`src/rtl/mem_arb_pkg.sv`:
```
// Shared types and constants for the BRAM port arbiter: FSM state, owner,
// load size encoding (matches MemReadSize) and the legal store byte masks.
package mem_arb_pkg;

    typedef enum logic {ARB_IDLE, ARB_WAIT} arb_state_t;
    typedef enum logic {OWN_IF, OWN_LS} arb_owner_t;

    localparam logic [1:0] SZ_B = 2'd0;
    localparam logic [1:0] SZ_H = 2'd1;
    localparam logic [1:0] SZ_W = 2'd2;

    localparam logic [3:0] WE_LOAD = 4'b0000;
    localparam logic [3:0] WE_SB   = 4'b0001;
    localparam logic [3:0] WE_SH   = 4'b0011;
    localparam logic [3:0] WE_SW   = 4'b1111;

    // Loads are sized by ls_size, stores by their byte mask.
    function automatic logic ls_access_ok(input logic [3:0] we,
                                          input logic [1:0] size,
                                          input logic [1:0] off);
        logic ok;
        ok = 1'b0;
        case (we)
            WE_LOAD: begin
                case (size)
                    SZ_B:    ok = 1'b1;
                    SZ_H:    ok = ~off[0];
                    SZ_W:    ok = (off == 2'b00);
                    default: ok = 1'b0;
                endcase
            end
            WE_SB:   ok = 1'b1;
            WE_SH:   ok = ~off[0];
            WE_SW:   ok = (off == 2'b00);
            default: ok = 1'b0;
        endcase
        return ok;
    endfunction

endpackage

```
`src/rtl/mem_load_align.sv`:
```
// Load return path: shifts the BRAM word down to the addressed byte/half
// and zero- or sign-extends it; word accesses pass through unchanged.
module mem_load_align
    import mem_arb_pkg::*;
(
    input  logic [31:0] i_rdata,
    input  logic [1:0]  i_off,
    input  logic [1:0]  i_size,
    input  logic        i_signed,
    output logic [31:0] o_data
);

    logic [31:0] w_sh;

    assign w_sh = i_rdata >> {i_off, 3'b000};

    always_comb begin
        o_data = i_rdata;
        case (i_size)
            SZ_B:    o_data = {{24{i_signed & w_sh[7]}}, w_sh[7:0]};
            SZ_H:    o_data = {{16{i_signed & w_sh[15]}}, w_sh[15:0]};
            default: o_data = i_rdata;
        endcase
    end

endmodule

```
`src/rtl/mem_port_arbiter.sv`:
```
// Single-port BRAM arbiter between fetch and load/store with store lane
// alignment and load extension. MEM_ARB_FAIRNESS_EN enables the LS burst limit.
//
// state    | meaning
// ARB_IDLE | port free, no read outstanding
// ARB_WAIT | read in flight, r_cnt counts down to the return cycle
module mem_port_arbiter
    import mem_arb_pkg::*;
#(
    parameter int MEM_LAT  = 1,
    parameter int LS_BURST = 4
) (
    input  logic        clk,
    input  logic        rst_n,
    input  logic        if_req,
    input  logic [31:0] if_addr,
    output logic        if_gnt,
    output logic        if_rvalid,
    output logic [31:0] if_rdata,
    input  logic        ls_req,
    input  logic [31:0] ls_addr,
    input  logic [3:0]  ls_we,
    input  logic [31:0] ls_wdata,
    input  logic [1:0]  ls_size,
    input  logic        ls_signed,
    output logic        ls_gnt,
    output logic        ls_rvalid,
    output logic [31:0] ls_rdata,
    output logic        ls_misaligned,
    output logic        mem_en,
    output logic [3:0]  mem_we,
    output logic [29:0] mem_addr,
    output logic [31:0] mem_wdata,
    input  logic [31:0] mem_rdata,
    output logic        stall
);

    localparam logic [1:0] LAT_M1 = 2'(MEM_LAT - 1);

    arb_state_t r_state, w_state_nxt;
    arb_owner_t r_owner, w_owner_nxt;
    logic [1:0] r_cnt, w_cnt_nxt;
    logic [1:0] r_off, w_off_nxt;
    logic [1:0] r_size, w_size_nxt;
    logic       r_signed, w_signed_nxt;

    logic        w_ret, w_free, w_force_if;
    logic        w_ls_gnt, w_if_gnt, w_ls_ok;
    logic        w_ls_go, w_ls_load, w_ls_store, w_rd_gnt;
    logic [31:0] w_ld_data;
    logic        w_unused_if_lo;

    assign w_unused_if_lo = ^if_addr[1:0];

    // Grants are gated by rst_n so every output reads 0 while reset is held.
    assign w_ret    = (r_state == ARB_WAIT) && (r_cnt == 2'd0);
    assign w_free   = rst_n && ((r_state == ARB_IDLE) || w_ret);
    assign w_ls_gnt = w_free && ls_req && !w_force_if;
    assign w_if_gnt = w_free && if_req && !w_ls_gnt;

    assign w_ls_ok    = ls_access_ok(ls_we, ls_size, ls_addr[1:0]);
    assign w_ls_go    = w_ls_gnt && w_ls_ok;
    assign w_ls_load  = w_ls_go && (ls_we == WE_LOAD);
    assign w_ls_store = w_ls_go && (ls_we != WE_LOAD);
    assign w_rd_gnt   = w_if_gnt || w_ls_load;

`ifdef MEM_ARB_FAIRNESS_EN
    localparam int BW = $clog2(LS_BURST + 1);
    logic [BW-1:0] r_burst;

    always_ff @(posedge clk or negedge rst_n) begin
        if (!rst_n)
            r_burst <= '0;
        else if (w_if_gnt || !if_req)
            r_burst <= '0;
        else if (w_ls_gnt)
            r_burst <= r_burst + 1'b1;
    end

    assign w_force_if = if_req && (r_burst == BW'(LS_BURST));
`else
    logic w_unused_ls_burst;
    assign w_unused_ls_burst = (LS_BURST != 0);
    assign w_force_if        = 1'b0;
`endif

    always_ff @(posedge clk or negedge rst_n) begin
        if (!rst_n) begin
            r_state  <= ARB_IDLE;
            r_owner  <= OWN_IF;
            r_cnt    <= 2'd0;
            r_off    <= 2'd0;
            r_size   <= SZ_B;
            r_signed <= 1'b0;
        end else begin
            r_state  <= w_state_nxt;
            r_owner  <= w_owner_nxt;
            r_cnt    <= w_cnt_nxt;
            r_off    <= w_off_nxt;
            r_size   <= w_size_nxt;
            r_signed <= w_signed_nxt;
        end
    end

    always_comb begin
        w_state_nxt  = r_state;
        w_owner_nxt  = r_owner;
        w_cnt_nxt    = r_cnt;
        w_off_nxt    = r_off;
        w_size_nxt   = r_size;
        w_signed_nxt = r_signed;
        case (r_state)
            ARB_IDLE: begin
                if (w_rd_gnt)
                    w_state_nxt = ARB_WAIT;
            end
            ARB_WAIT: begin
                if (w_ret)
                    w_state_nxt = w_rd_gnt ? ARB_WAIT : ARB_IDLE;
                else
                    w_cnt_nxt = r_cnt - 2'd1;
            end
            default: w_state_nxt = ARB_IDLE;
        endcase
        // A new read may start in the same cycle the previous one returns.
        if (w_rd_gnt) begin
            w_cnt_nxt    = LAT_M1;
            w_owner_nxt  = w_ls_load ? OWN_LS : OWN_IF;
            w_off_nxt    = w_ls_load ? ls_addr[1:0] : 2'b00;
            w_size_nxt   = w_ls_load ? ls_size : SZ_W;
            w_signed_nxt = w_ls_load && ls_signed;
        end
    end

    mem_load_align u_load_align (
        .i_rdata  (mem_rdata),
        .i_off    (r_off),
        .i_size   (r_size),
        .i_signed (r_signed),
        .o_data   (w_ld_data)
    );

    assign if_gnt        = w_if_gnt;
    assign ls_gnt        = w_ls_gnt;
    assign ls_misaligned = w_ls_gnt && !w_ls_ok;
    assign mem_en        = w_if_gnt || w_ls_go;
    assign mem_we        = w_ls_store ? (ls_we << ls_addr[1:0]) : 4'b0000;
    assign mem_addr      = w_ls_gnt ? ls_addr[31:2] : (w_if_gnt ? if_addr[31:2] : 30'd0);

    always_comb begin
        mem_wdata = 32'd0;
        if (w_ls_store) begin
            case (ls_we)
                WE_SB:   mem_wdata = {4{ls_wdata[7:0]}};
                WE_SH:   mem_wdata = {2{ls_wdata[15:0]}};
                default: mem_wdata = ls_wdata;
            endcase
        end
    end

    assign if_rvalid = w_ret && (r_owner == OWN_IF);
    assign ls_rvalid = w_ret && (r_owner == OWN_LS);
    assign if_rdata  = if_rvalid ? mem_rdata : 32'd0;
    assign ls_rdata  = ls_rvalid ? w_ld_data : 32'd0;

    assign stall = rst_n && ((if_req && !w_if_gnt) || (ls_req && !w_ls_gnt) ||
                             ((r_state == ARB_WAIT) && !w_ret));

endmodule

```
`config.mk`:
```
export PLATFORM = sky130hd
export DESIGN_NAME = mem_port_arbiter
export DESIGN_NICKNAME = d
export VERILOG_FILES = /design/src/rtl/mem_arb_pkg.sv /design/src/rtl/mem_load_align.sv /design/src/rtl/mem_port_arbiter.sv
export SDC_FILE = /design/constraint.sdc
export NUM_CORES = 1
export LEC_CHECK = 0
export ABC_AREA = 1
export BUFFER_PORTS_ARGS = -buffer_cell sky130_fd_sc_hd__buf_2
export CAP_MARGIN = 20
export CORE_AREA = 2 2 107 109
export DETAILED_ROUTE_END_ITERATION = 7
export DIE_AREA = 0 0 109 111
export SYNTH_ARGS = -nofsm -noshare
export SYNTH_HDL_FRONTEND = slang
export SYNTH_SLANG_ARGS = --single-unit
export TNS_END_PERCENT = 10
```
`constraint.sdc`:
```
create_clock -name clk -period 2.8 [get_ports clk]
set_clock_uncertainty 0.2 [all_clocks]
set_input_delay 0.56 -clock clk [delete_from_list [all_inputs] [get_ports clk]]
set_output_delay 0.56 -clock clk [all_outputs]
set_load 0.05 [all_outputs]
```
==> impl_metrics.tcl <==
set metrics [dict create \
    finalCritPeriodShare_pct 95.9 \
    placedCellCount 857 \
    worstPathRequired_ns 2.04 \
    viasPerCell 4.53 \
    critPathKind "reg2out" \
    fmax_mhz 372 \
    critPathLaunchType "flip-flop" \
    ys_seq_elements 9 \
    antenna_left 0 \
    synth_seq_area_share_pct 8.80 \
    start_util_pct 23.1 \
    track_usage_pct 17.2 \
    grt_pass1_wl_um 17000 \
    drv_slew 0 \
    irDropWorstVdd_uv 184 \
    grt_start_max_net_pins 37 \
    min_path_type "in2async" \
    synthesis.instances 445 \
    cp-end-kind "output port" \
    io_pins 276 \
    fin_nets 862 \
    syn_area_per_cell_um2 5.75 \
    cp.arrival_ns 1.93 \
    final_cells 866 \
    wl_per_cell_um 13.1 \
    post-place-ws_ns 0.0864 \
    dieArea_um2 12100 \
    slew_headroom_pct 74.5 \
    final_area_um2 4530 \
    drive_gt1_share_pct 52.1 \
    die_y_um 111 \
    period_minus_slack_ns 2.69 \
    grt-ovfl-total 0 \
    leakage_uw 0.00263 \
    num_rows 39 \
    die_w_um 109 \
    synthesis.nets 585 \
    rsz0062_at_grt "yes" \
    power.density_nw_per_um2 221 \
    routed_wl_um 11300 \
    htree_levels 1 \
    numCtsBuffers 3 \
    clockRootBuffer "clkbuf_16" \
    drc 0 \
    cts_buffer_depth 2 \
    drv_cap 0 \
    setup_viol_count_final 0 \
    dpl_cell_area_um2 4310 \
    clock_latency_ns 0.23 \
    cts_tree "built" \
    via_count 3922 \
    fin_ws_ns 0.114 \
    synth_cell_types 36 \
    cp_max_fo 16 \
    clock_sinks 9 \
    tns_ns 0 \
    dpl.hpwl_um 9430 \
    clkTransAtPathRegs_ns 0.04 \
    area.growth.synth_to_final_pct 77.2 \
    drtIter0Drc 149 \
    tightestPinTransition_ns 0.382 \
    core_area_um2 11100 \
    synthesis.area_um2 2560 \
    hold_viol_final 0 \
    port_buffers 273 \
    dr.pass1.iters 4 \
    finalWeightedCongestion 0.799 \
    grt_pass1_vias 3497 \
    yosysWarnings 0 \
    status "finished, final reports clean" \
    antenna_found_initial 2 \
]
path summary, 6_finish.rpt:
| kind | start | cells past startpoint | slack, ns | to |
|---|---|---|---|---|
| worst max-delay path | r_off[1] | 8 | 0.11 | ls_rdata[20] |
| worst min-delay path | rst_n | 2 | 0.11 | r_owner |
| worst max register to register | r_cnt[0] | 11 | 0.82 | r_off[1] |
| worst min register to register | r_cnt[0] | 2 | 0.35 | r_cnt[0] |
| max in group asynchronous | rst_n | 2 | 1.62 | r_size[0] |
| min in group clk | r_cnt[0] | 2 | 0.35 | r_cnt[0] |
metrics by stage:
| step | hold slack [ns] | power (uW) | utilization [%] |
|---|---|---|---|
| after floorplan | 0.0644 | 529 | - |
| after global placement | 0.201 | 747 | 38.9 |
| after detailed placement | 0.207 | 749 | 38.9 |
| after CTS | 0.0928 | 1010 | 39.8 |
| after global routing | 0.124 | 1060 | 40.9 |
| final | 0.109 | 1000 | 40.9 |
registers in the layout, indices dropped and copies added, names as in the netlist:
signal	count
r_cnt	2
r_off	2
r_owner	1
r_signed	1
r_size	2
r_state	1
cell usage after synthesis (all sizes together):
master / count / area [um2]
xor2: 1 / 8.76
ha: 1 / 12.5
inv: 67 / 254
o221ai: 2 / 17.5
nor2: 108 / 536
nor3: 3 / 15.0
o22ai: 11 / 68.8
o31ai: 7 / 52.6
a22o: 30 / 263
o211ai: 2 / 20.0
nand4: 2 / 18.8
nand2: 77 / 314
a21boi: 1 / 7.51
clkinv: 2 / 7.51
dfrtp: 9 / 225
nand3: 17 / 138
a21oi: 27 / 158
o21ai: 44 / 228
a31oi: 8 / 50.1
clkbuf: 9 / 33.8
buf: 17 / 131
layout make-up:
type / instances / area (um2)
fillers: 1233 / 6540
inverters: 69 / 267
repair buffers: 298 / 1720
flip-flops and latches: 9 / 226
multi-input cells: 341 / 2060
clock buffers: 4 / 78.8
well taps: 143 / 179
diodes: 2 / 5.00
power by group:
group	switching, uW	internal (uW)	leakage [uW]
Clock	57.9	190	0.0000382
Sequential	7.59	135	0.000121
Combinational	417	193	0.00247
Total	483	517	0.00263
layer usage:
layer | up-vias | track usage, % | share of wire [%]
met3 | 8 | 3.88 | 9.1
met1 | 1717 | 20.9 | 41
li1 | 2028 | - | -
met2 | 169 | 30.4 | 49
met4 | 0 | 3.85 | 0.95
met5 | - | 0 | 0
critical path, cell delays in order (launching register included):
cell and delay, ns:
dfrtp_1 0.48, inv_2 0.16, nand3_1 0.10, o21ai_2 0.07
nand3_1 0.10, nand3_2 0.10, nand2_4 0.21, nor2_1 0.21
clkbuf_4 0.26
timing repair:
item                                    4_1_cts  5_1_grt
hold endpoints to repair                      4        0
endpoints found under the setup margin       18       97
setup buffers                                 0        2
pin swaps                                     0        2
hold buffers                                  1        0
resized for setup                             3       45
cells by family (layout without fill, tap and decap cells):
logic type               Yosys count  in the layout  share of synthesized area [%]
flip-flops                         9              9                           8.80
buffers and inverters             95            371                           16.7
XOR/XNOR                           1              1                          0.342
AND/OR/NAND/NOR                  207            207                           39.9
adder cells (fa/ha/maj)            1              1                          0.489
other                              0              2                              0
AO/OA/AOI/OAI                    132            132                           33.8
cell usage in the layout (no fill, tap or decap), types with 4 or more instances in the layout:
master and n:
o21ai_0 41, dfrtp_1 8, nor2_4 14, nand2_1 70, inv_1 57, nand3_1 11
a31oi_4 7, clkbuf_4 24, a22o_1 30, inv_2 9, o31ai_1 7, buf_4 25
a21oi_2 9, a21oi_1 18, nor2_2 13, nand2_2 4, buf_2 240, buf_12 6
o22ai_1 11, nor2_1 81
Power figures use the tool's default switching activity.
